==> config.mk <==
export PLATFORM = sky130hd
export DESIGN_NAME = raster_scan_counter
export DESIGN_NICKNAME = d
export VERILOG_FILES = /design/src/rtl/raster_pkg.sv /design/src/rtl/axis_counter.sv /design/src/rtl/raster_scan_counter.sv
export SDC_FILE = /design/constraint.sdc
export NUM_CORES = 1
export LEC_CHECK = 0
export BUFFER_PORTS_ARGS = -buffer_cell sky130_fd_sc_hd__buf_2
export CORE_UTILIZATION = 40
export CTS_CLUSTER_SIZE = 8
export DETAILED_ROUTE_END_ITERATION = 8
export GPL_TIMING_DRIVEN = 0
export PLACE_DENSITY = 0.67
export SLEW_MARGIN = 25
export SYNTH_ARGS = -nofsm -noshare
export SYNTH_HDL_FRONTEND = slang
export SYNTH_HIERARCHICAL = 1
export SYNTH_SLANG_ARGS = --single-unit
export TNS_END_PERCENT = 50
==> constraint.sdc <==
create_clock -name clk -period 9.65 [get_ports clk]
set_input_delay 1.93 -clock clk [delete_from_list [all_inputs] [get_ports clk]]
set_output_delay 1.93 -clock clk [all_outputs]
set_load 0.02 [all_outputs]
==> src/rtl/raster_pkg.sv <==
// raster_pkg: shared state type and default widths for the raster scan counter
package raster_pkg;
  typedef enum logic [1:0] {IDLE, RUN, DONE} raster_state_t;
  localparam int COL_BITS_DEF  = 10;
  localparam int ROW_BITS_DEF  = 10;
  localparam int ADDR_BITS_DEF = 20;
endpackage

==> src/rtl/axis_counter.sv <==
// axis_counter: wrap-to-zero counter for one raster axis with terminal detect
module axis_counter #(
  parameter int W = 10
) (
  input  logic         clk,
  input  logic         n_rst,
  input  logic         clear,
  input  logic         enable,
  input  logic [W-1:0] terminal,
  output logic [W-1:0] count,
  output logic         at_terminal
);
  assign at_terminal = count == terminal;
  always_ff @(posedge clk or negedge n_rst)
    if (!n_rst) count <= '0;
    else if (clear) count <= '0;
    else if (enable) count <= at_terminal ? '0 : count + W'(1);
endmodule

==> src/rtl/raster_scan_counter.sv <==
// raster_scan_counter: raster-order pixel position and address generator
module raster_scan_counter
  import raster_pkg::*;
#(
  parameter int COL_BITS  = COL_BITS_DEF,
  parameter int ROW_BITS  = ROW_BITS_DEF,
  parameter int ADDR_BITS = ADDR_BITS_DEF
) (
  input  logic                 clk,
  input  logic                 n_rst,
  input  logic                 clear,
  input  logic                 start,
  input  logic                 count_enable,
  input  logic                 wrap_mode,
  input  logic [COL_BITS-1:0]  num_cols,
  input  logic [ROW_BITS-1:0]  num_rows,
  input  logic [ADDR_BITS-1:0] frame_base,
  output logic [COL_BITS-1:0]  col_out,
  output logic [ROW_BITS-1:0]  row_out,
  output logic [ADDR_BITS-1:0] addr_out,
  output logic                 eol_flag,
  output logic                 eof_flag,
  output logic                 border_flag,
  output logic                 busy,
  output logic                 done
);
  raster_state_t        state;
  logic [COL_BITS-1:0]  cols_q;
  logic [ROW_BITS-1:0]  rows_q;
  logic [ADDR_BITS-1:0] base_q;
  logic                 wrap_q;
  logic                 col_term, row_term, go, step, last, stop;
  assign go   = start && state != RUN && num_cols != '0 && num_rows != '0;
  assign step = state == RUN && count_enable;
  assign last = col_term && row_term;
  // a non-wrapping frame parks on its last pixel instead of advancing
  assign stop = step && last && !wrap_q;
  axis_counter #(.W(COL_BITS)) u_col (
    .clk,
    .n_rst,
    .clear      (clear || go),
    .enable     (step && !stop),
    .terminal   (cols_q - COL_BITS'(1)),
    .count      (col_out),
    .at_terminal(col_term)
  );
  axis_counter #(.W(ROW_BITS)) u_row (
    .clk,
    .n_rst,
    .clear      (clear || go),
    .enable     (step && col_term && !stop),
    .terminal   (rows_q - ROW_BITS'(1)),
    .count      (row_out),
    .at_terminal(row_term)
  );
  always_ff @(posedge clk or negedge n_rst)
    if (!n_rst) begin
      state    <= IDLE;
      addr_out <= '0;
      cols_q   <= '0;
      rows_q   <= '0;
      base_q   <= '0;
      wrap_q   <= 1'b0;
    end else if (clear) begin
      state    <= IDLE;
      addr_out <= '0;
    end else if (go) begin
      state    <= RUN;
      addr_out <= frame_base;
      cols_q   <= num_cols;
      rows_q   <= num_rows;
      base_q   <= frame_base;
      wrap_q   <= wrap_mode;
    end else if (step) begin
      state    <= stop ? DONE : RUN;
      addr_out <= stop ? addr_out : last ? base_q : addr_out + ADDR_BITS'(1);
    end
  assign busy        = state == RUN;
  assign done        = state == DONE;
  assign eol_flag    = busy && col_term;
  assign eof_flag    = eol_flag && row_term;
  assign border_flag = busy && (col_out == '0 || col_term || row_out == '0 || row_term);
endmodule

---- Word level (Yosys, flattened, before mapping) ----
Cells that the tools add are included.
word-level totals
  output and inout port bits .............. 45
  logic and storage cells ................. 63
  bits of input ports ..................... 46
  register bits after elaboration ......... 83
cells by class
  reductions and logical operators ........ 28
  mux-type cells .......................... 15
  add/sub/neg operators ................... 5
  bitwise operators ....................... 1
  equality and inequality tests ........... 6
operators with widths
  kind                     number
  $mux W20                 5
  $mux W10                 6
  $add A10 B1 Y10 const B  2
  $add A20 B1 Y20 const B  1
  $eq A10 B10 Y1           2
  $logic_not A10 Y1        2
  $reduce_bool A10 Y1      2
  $sub A10 B1 Y10 const B  2
  $logic_and A1 B1 Y1      13
  $mux W2                  4
  $logic_or A1 B1 Y1       4
  $reduce_and A2 Y1        2
  $reduce_bool A2 Y1       2
  $ne A3 B3 Y1 const B     1
  $reduce_bool A3 Y1       1
  $eq A2 B1 Y1 const B     1
  $eq A2 B2 Y1 const B     1
  $logic_not A1 Y1         2
  $ne A2 B1 Y1 const B     1
  $not A1 Y1               1

---- Depth between registers and ports, before layout ----
Gate-level depths: netlist (run 1).
  depth after elaboration ................. 9
  depth in mapped cells ................... 19
  mapped depth without buffers ............ 17

---- Modules after synthesis ----
The synthesis (run 1) kept the hierarchy.
modules (own cells, without submodules)
  module               seq. area each (um^2)  area an instance (um^2)  cells each  instances
  raster_scan_counter  1576.5                 3525.9                   363         1
  axis_counter         250.2                  773.2                    75          2

---- Worst setup path after synthesis (run 1) ----
OpenSTA, ideal clock, no wires.
  path kind ............................... register to output
  start ................................... register rows_q[3]
  end ..................................... output eof_flag
  arrival time ............................ 3.095 ns
  setup slack ............................. 4.625 ns
  stages on the path, launching flop included .. 12
  path buffers ............................ 2
  required time ........................... 7.720 ns
  cells stage by stage .................... dfrtp_1 > or4_1 > or3_1 > nor2_1 > xor2_1 > xnor2_1 > nand4_4 > nor3_4 > nand2_1 > clkbuf_1 > clkbuf_1 > nor2_1
between the ends
  word-level cells in the longest chain between the ends .. 3
RTL lines
  item                      line                       RTL
  start: declaration        raster_scan_counter.sv:29  logic [ROW_BITS-1:0] rows_q;
  start signal: assignment  raster_scan_counter.sv:71  rows_q <= num_rows;
  $sub A10 B1 Y10           raster_scan_counter.sv:52  .terminal (rows_q - ROW_BITS'(1)),
  $eq A10 B10 Y1            axis_counter.sv:13         assign at_terminal = count == terminal;
  via row_term              raster_scan_counter.sv:32  logic col_term, row_term, go, step, last, stop;
  $logic_and A1 B1 Y1       raster_scan_counter.sv:81  assign eof_flag = eol_flag && row_term;
  end: declaration          raster_scan_counter.sv:22  output logic eof_flag,
The timed path passes the listed nets, and every way through them passes these cells.

---- Worst setup path after layout (run 1) ----
Same ends and word-level chain as after synthesis.

==> results.cfg, run 1 <==
[timing]
period_needed_ps = 6160
relSlewSlack_pct = 59.8
tns_ps = 0
setup_viol = 0
finalClockSkew_ps = 5.31
hold_slack_ps = 495
fmax_mhz = 162
rsz0062_at_grt = no
hold_viol = 0
fin_crit_sh_pct = 63.8
worst_pin_slew_ps = 603
slew_viol_final = 0

[worst_hold_path]
min_path_type = reg -> reg
hold_start = base_q[9]$_DFFE_PN0P_
min_path_cells = 1
worstHoldEndpoint = base_q[9]$_DFFE_PN0P_

[floorplanning]
dieArea_sq_mm = 0.0131
coreArea_sq_mm = 0.0122
die_h_um = 115
rows = 40
start_util_pct = 41.7
ios = 91
dieWidth_um = 115

[final_layout]
fin_nets = 666
antenna_cells = 0
final_cell_mix = 98 x buf_2, 83 x dfrtp_1, 50 x nor2_1
finish.instance_area_sq_mm = 0.00606
final_common_cell = buf_2
area_delta_synth_final_pct = 19.4
drive_above_1_share_pct = 29.0

[power]
powerDensity_mw_per_mm2 = 163
p_int_uw = 688
p_comb_share_pct = 21.7
p_clk_share_pct = 34.4
switchingPower_uw = 297
swShare_pct = 30.1
p_leak_nw = 2.57
seq_power_share_pct = 43.9
peakVddDrop_v = 0.000100

[grt]
use_met3_pct = 5.19
grt.met2_usage_pct = 36.3
met1_usage_pct = 27.8
grt-ovfl-total = 0
grt_pass1_vias = 4284
antenna_found_initial = 0
grt_start_max_net_pins = 46
grt_pass1_wl_um = 21800
grt.busiest_layer = met2
grt_usage_pct = 21.6

[clock_tree]
hold_buffers = 0
numCtsBuffers = 9
clk_transition_reported_paths_ps = 60
worstSkewPairLatency_ps = 340
clock-root-buffer = clkbuf_16
cts_tree = built
clk_path_buf_depth = 2
htree_levels = 3
clock-sinks = 83
post_cts_resized = 0
cts_setup_buffers = 0

[worst_setup_path]
worstPathArrival_ps = 4230
startpoint_type = flop
crit_fanout = 10
critPathCaptureType = primary output
r2r_end = u_row/count[6]$_DFFE_PN0P_
rrSetupSlack_ps = 5030
critPathKind = reg -> out
reg2regPathDepth = 17
worstPathRequired_ps = 7720
rr_startpoint = rows_q[3]$_DFFE_PN0P_

[routing]
totalWireLength_um = 13700
drt-wirelength-per-cell_um = 17.3
first_pass_iters = 5
via_per_inst = 5.56
drcViolationCount = 0
antenna_left = 0
drtIter0Drc = 394
num_vias = 4382

[run]
maxCapViolCount = 0

[yosys]
synth-seq-area-share_pct = 40.9
yosys_register_bits = 83
synth_edf_count = 0
synthesis.nets = 564
synthCells = 513
synth.cell_area_sq_mm = 0.00507
yosysWarnings = 6
async_flop_share_pct = 100
synth_cell_type_count = 61
synth_flop_cell = dfrtp_1
syn_avg_cell_area_sq_um = 9.89

[status]
status = finished, final reports clean

[placed_design]
portBuffers = 90
place_area_sq_mm = 0.00576
hpwl_um = 10100
gp_congestion = 0.888
-- Yosys cell counts, drive strengths merged, types with 4 or more instances --
cell type / n / share of area (%)
a211oi: 14 / 2.1
a21oi: 22 / 2.2
buf: 12 / 1.4
clkbuf: 13 / 0.96
dfrtp: 83 / 41
ha: 5 / 1.2
inv: 17 / 1.3
mux2: 41 / 9.1
mux2i: 6 / 1.2
nand2: 48 / 3.7
nand3: 20 / 2.4
nand4: 14 / 3.0
nor2: 51 / 3.8
nor3: 24 / 3.4
nor4: 18 / 3.2
o21ai: 19 / 1.9
o221ai: 4 / 0.69
o22ai: 7 / 0.86
or3: 5 / 0.62
xnor2: 34 / 6.6
xor2: 16 / 2.8
-- kinds of logic after synthesis --
group,Yosys count,synth area share [%]
flip-flops,83,40.9
AND/OR/NAND/NOR,200,23.0
AO/OA/AOI/OAI,86,11.5
adder cells (fa/ha/maj),5,1.23
buffers and inverters,42,3.63
XOR/XNOR,50,9.37
multiplexers,47,10.3
-- area by class of cell --
| type | instances | area, sq um |
|---|---|---|
| fillers | 1125 | 6110 |
| multi-input cells | 388 | 2810 |
| flip-flops and latches | 83 | 2080 |
| repair buffers | 91 | 480 |
| clock buffers | 15 | 288 |
| well taps | 168 | 210 |
| plain buffers | 25 | 120 |
| inverters | 17 | 63.8 |
| clock inverters | 1 | 5.00 |
-- stage by stage --
step | setup WS [ps] | power (mW) | instances | util [%]
after detailed placement | 3870 | 0.652 | 772 | 47.4
after global routing | 3290 | 1.03 | 788 | 49.8
after floorplan | 4630 | 0.584 | 513 | -
after global placement | 3950 | 0.641 | 771 | 47.1
after CTS | 3510 | 0.993 | 788 | 49.8
final | 3490 | 0.985 | 788 | 49.8
-- state kept, by name, indices dropped and copies added (netlist names) --
name and flops:
u_col/count 10, base_q 20, u_row/count 10, rows_q 10, addr_out 20, state 2
wrap_q 1, cols_q 10
-- routing by layer --
layer  wire, um  vias to the layer above
met5          0                        -
met4        203                        0
met3        920                       17
met2       6730                      169
met1       5820                     2130
li1           -                     2066
-- worst max path at each step --
stage	end	start	slack, ps	depth (start not counted)
detailed placement	eof_flag	rows_q[3]$_DFFE_PN0P_	3870	12
CTS	eof_flag	rows_q[3]$_DFFE_PN0P_	3510	12
finish	eof_flag	rows_q[3]$_DFFE_PN0P_	3490	12
global placement	eof_flag	rows_q[3]$_DFFE_PN0P_	3950	12
floorplan	eof_flag	rows_q[3]$_DFFE_PN0P_	4630	11
global route	eof_flag	rows_q[3]$_DFFE_PN0P_	3290	12
-- critical path, stage by stage (launching register included) --
cell and delay (ps):
dfrtp_1 410, or4_1 580, or3_1 370, nor4_2 210
xor2_1 200, xnor2_1 150, nand4_2 210, nor3_4 360
nand2_1 260, clkbuf_1 320, clkbuf_1 340, nor2_1 260
buf_2 210
-- power by group through the flow --
stage	logic (mW)	clock network [mW]	registers [mW]
detailed placement	0.214	0	0.437
CTS	0.216	0.346	0.431
global placement	0.206	0	0.435
floorplan	0.149	0	0.436
global route	0.234	0.358	0.438
finish	0.214	0.339	0.432
No activity file was read; power rests on OpenSTA's default activity.
==> run 2, diff against run 1 <==
Settings changed: PLACE_DENSITY 0.67 to 0.7.
Clock period 9.65 ns to 5.2 ns, I/O delays scaled along.
==> results.cfg, run 2 (synthesis results as in run 1) <==
[timing]
period_needed_ps = 4900
hold_viol = 0
setup_ws_ps = 300
fin_crit_sh_pct = 94.2
fmax_mhz = 204
finalClockSkew_ps = 8.18
tns_ps = 0
relSlewSlack_pct = 42.0
worst_pin_slew_ps = 870
setup_viol = 0
slew_viol_final = 0

[placed_design]
hpwl_um = 9860
gp_congestion = 0.853
dpl_worst_slack_ps = 500
place_area_sq_mm = 0.00576
portBuffers = 90

[run]
maxCapViolCount = 0

[clock_tree]
worstSkewPairLatency_ps = 340
clock-root-buffer = clkbuf_16
cts_tree = built
clk_path_buf_depth = 2
numCtsBuffers = 9
clock-sinks = 83
htree_levels = 3
post_cts_resized = 0
clk_transition_reported_paths_ps = 60

[routing]
drcViolationCount = 0
first_pass_iters = 4
antenna_left = 0
drt-wirelength-per-cell_um = 17.1
totalWireLength_um = 13500
num_vias = 4381
via_per_inst = 5.55
drtIter0Drc = 276

[grt]
grt_pass1_wl_um = 21900
antenna_found_initial = 0
grt_start_max_net_pins = 45
grt_pass1_vias = 4379
grt-ovfl-total = 0
grt_usage_pct = 21.8

[final_layout]
area_delta_synth_final_pct = 20.5
finish.instance_area_sq_mm = 0.00611
multi_input_area_sq_mm = 0.00281
fin_nets = 667
utilization_pct = 50.2
largestRegisters = addr_out: 20 flops, base_q: 20 flops
final_cell_mix = 98 x buf_2, 83 x dfrtp_1, 50 x nor2_1
drive_above_1_share_pct = 29.3
seq_area_sq_mm = 0.00208
final_common_cell = buf_2
fillers = 1140
antenna_cells = 0

[floorplanning]
coreArea_sq_mm = 0.0122
rows = 40
die_h_um = 115
dieWidth_um = 115
start_util_pct = 41.7
dieArea_sq_mm = 0.0131
ios = 91

[power]
fin_total_pwr_mw = 1.94
powerDensity_mw_per_mm2 = 317
peakVddDrop_v = 0.000224
p_leak_nw = 2.60

[worst_setup_path]
worstPathArrival_ps = 3860
crit_fanout = 19
rrSetupSlack_ps = 760
critPathKind = reg -> out
worstPathRequired_ps = 4160
startpoint_type = flop
critPathCaptureType = primary output

[worst_hold_path]
min_path_type = reg -> reg

[status]
status = finished, final reports clean
-- run 2: cell count changes in the layout (fill, tap and decap cells not counted) --
cell	before	now
buf_12	0	1
buf_16	1	0
buf_4	1	3
bufinv_16	0	3
clkbuf_1	15	14
clkbuf_8	4	1
clkinv_2	1	0
clkinvlp_4	0	1
-- run 2: power by group --
group,total [mW],internal [mW],switching (mW)
registers,0.802,0.725,0.0774
logic,0.395,0.175,0.219
clock network,0.743,0.483,0.259
total,1.94,1.38,0.556
-- run 2: final cells by class --
| type | count | area share, % |
|---|---|---|
| timing repair buffer | 93 | 7.99 |
| clock inverter | 4 | 1.60 |
| clock buffer | 12 | 4.03 |
| sequential | 83 | 34.0 |
| tap | 168 | 3.44 |
| buffer | 24 | 1.90 |
| inverter | 17 | 1.04 |
| multi-input combinational | 388 | 46.0 |
-- run 2: stage by stage --
stage               std cells  hold WS (ps)
detailed placement        772           476
CTS                       788           496
global route              789           503
floorplan                 513           458
finish                    789           493
global placement          771           474
-- run 2: final timing paths --
kind / start / endpoint / cells after the start
worst max-delay path: rows_q[3]$_DFFE_PN0P_ / eof_flag / 11
worst min-delay path: base_q[6]$_DFFE_PN0P_ / base_q[6]$_DFFE_PN0P_ / 1
worst max register to register: rows_q[3]$_DFFE_PN0P_ / u_row/count[6]$_DFFE_PN0P_ / 17
worst min register to register: base_q[6]$_DFFE_PN0P_ / base_q[6]$_DFFE_PN0P_ / 1
max in group asynchronous: n_rst / addr_out[16]$_DFFE_PN0P_ / 2
min in group asynchronous: n_rst / u_col/count[9]$_DFFE_PN0P_ / 1
-- run 2: worst max-delay path, stage by stage, from the launching register on --
cell and delay, ps:
dfrtp_1 410, or4_1 570, or3_1 370, nor4_2 190
xor2_1 200, xnor2_1 150, nand4_2 200, nor3_4 310
nand2_1 220, clkbuf_1 440, nor2_1 260, buf_2 210
-- run 2: what timing repair did --
| action | 4_1_cts | 5_1_grt |
|---|---|---|
| endpoints found under the setup margin | 0 | 1 |
| hold buffers | 0 | 0 |
| setup buffers | 0 | 2 |
-- run 2: routing by layer --
metal  track usage, %  up-vias  wire [um]
met3             5.56       15        934
met1             27.5     2131       5800
met4             7.45        0        197
li1                 -     2058          -
met5                0        -          0
met2             36.2      177       6580
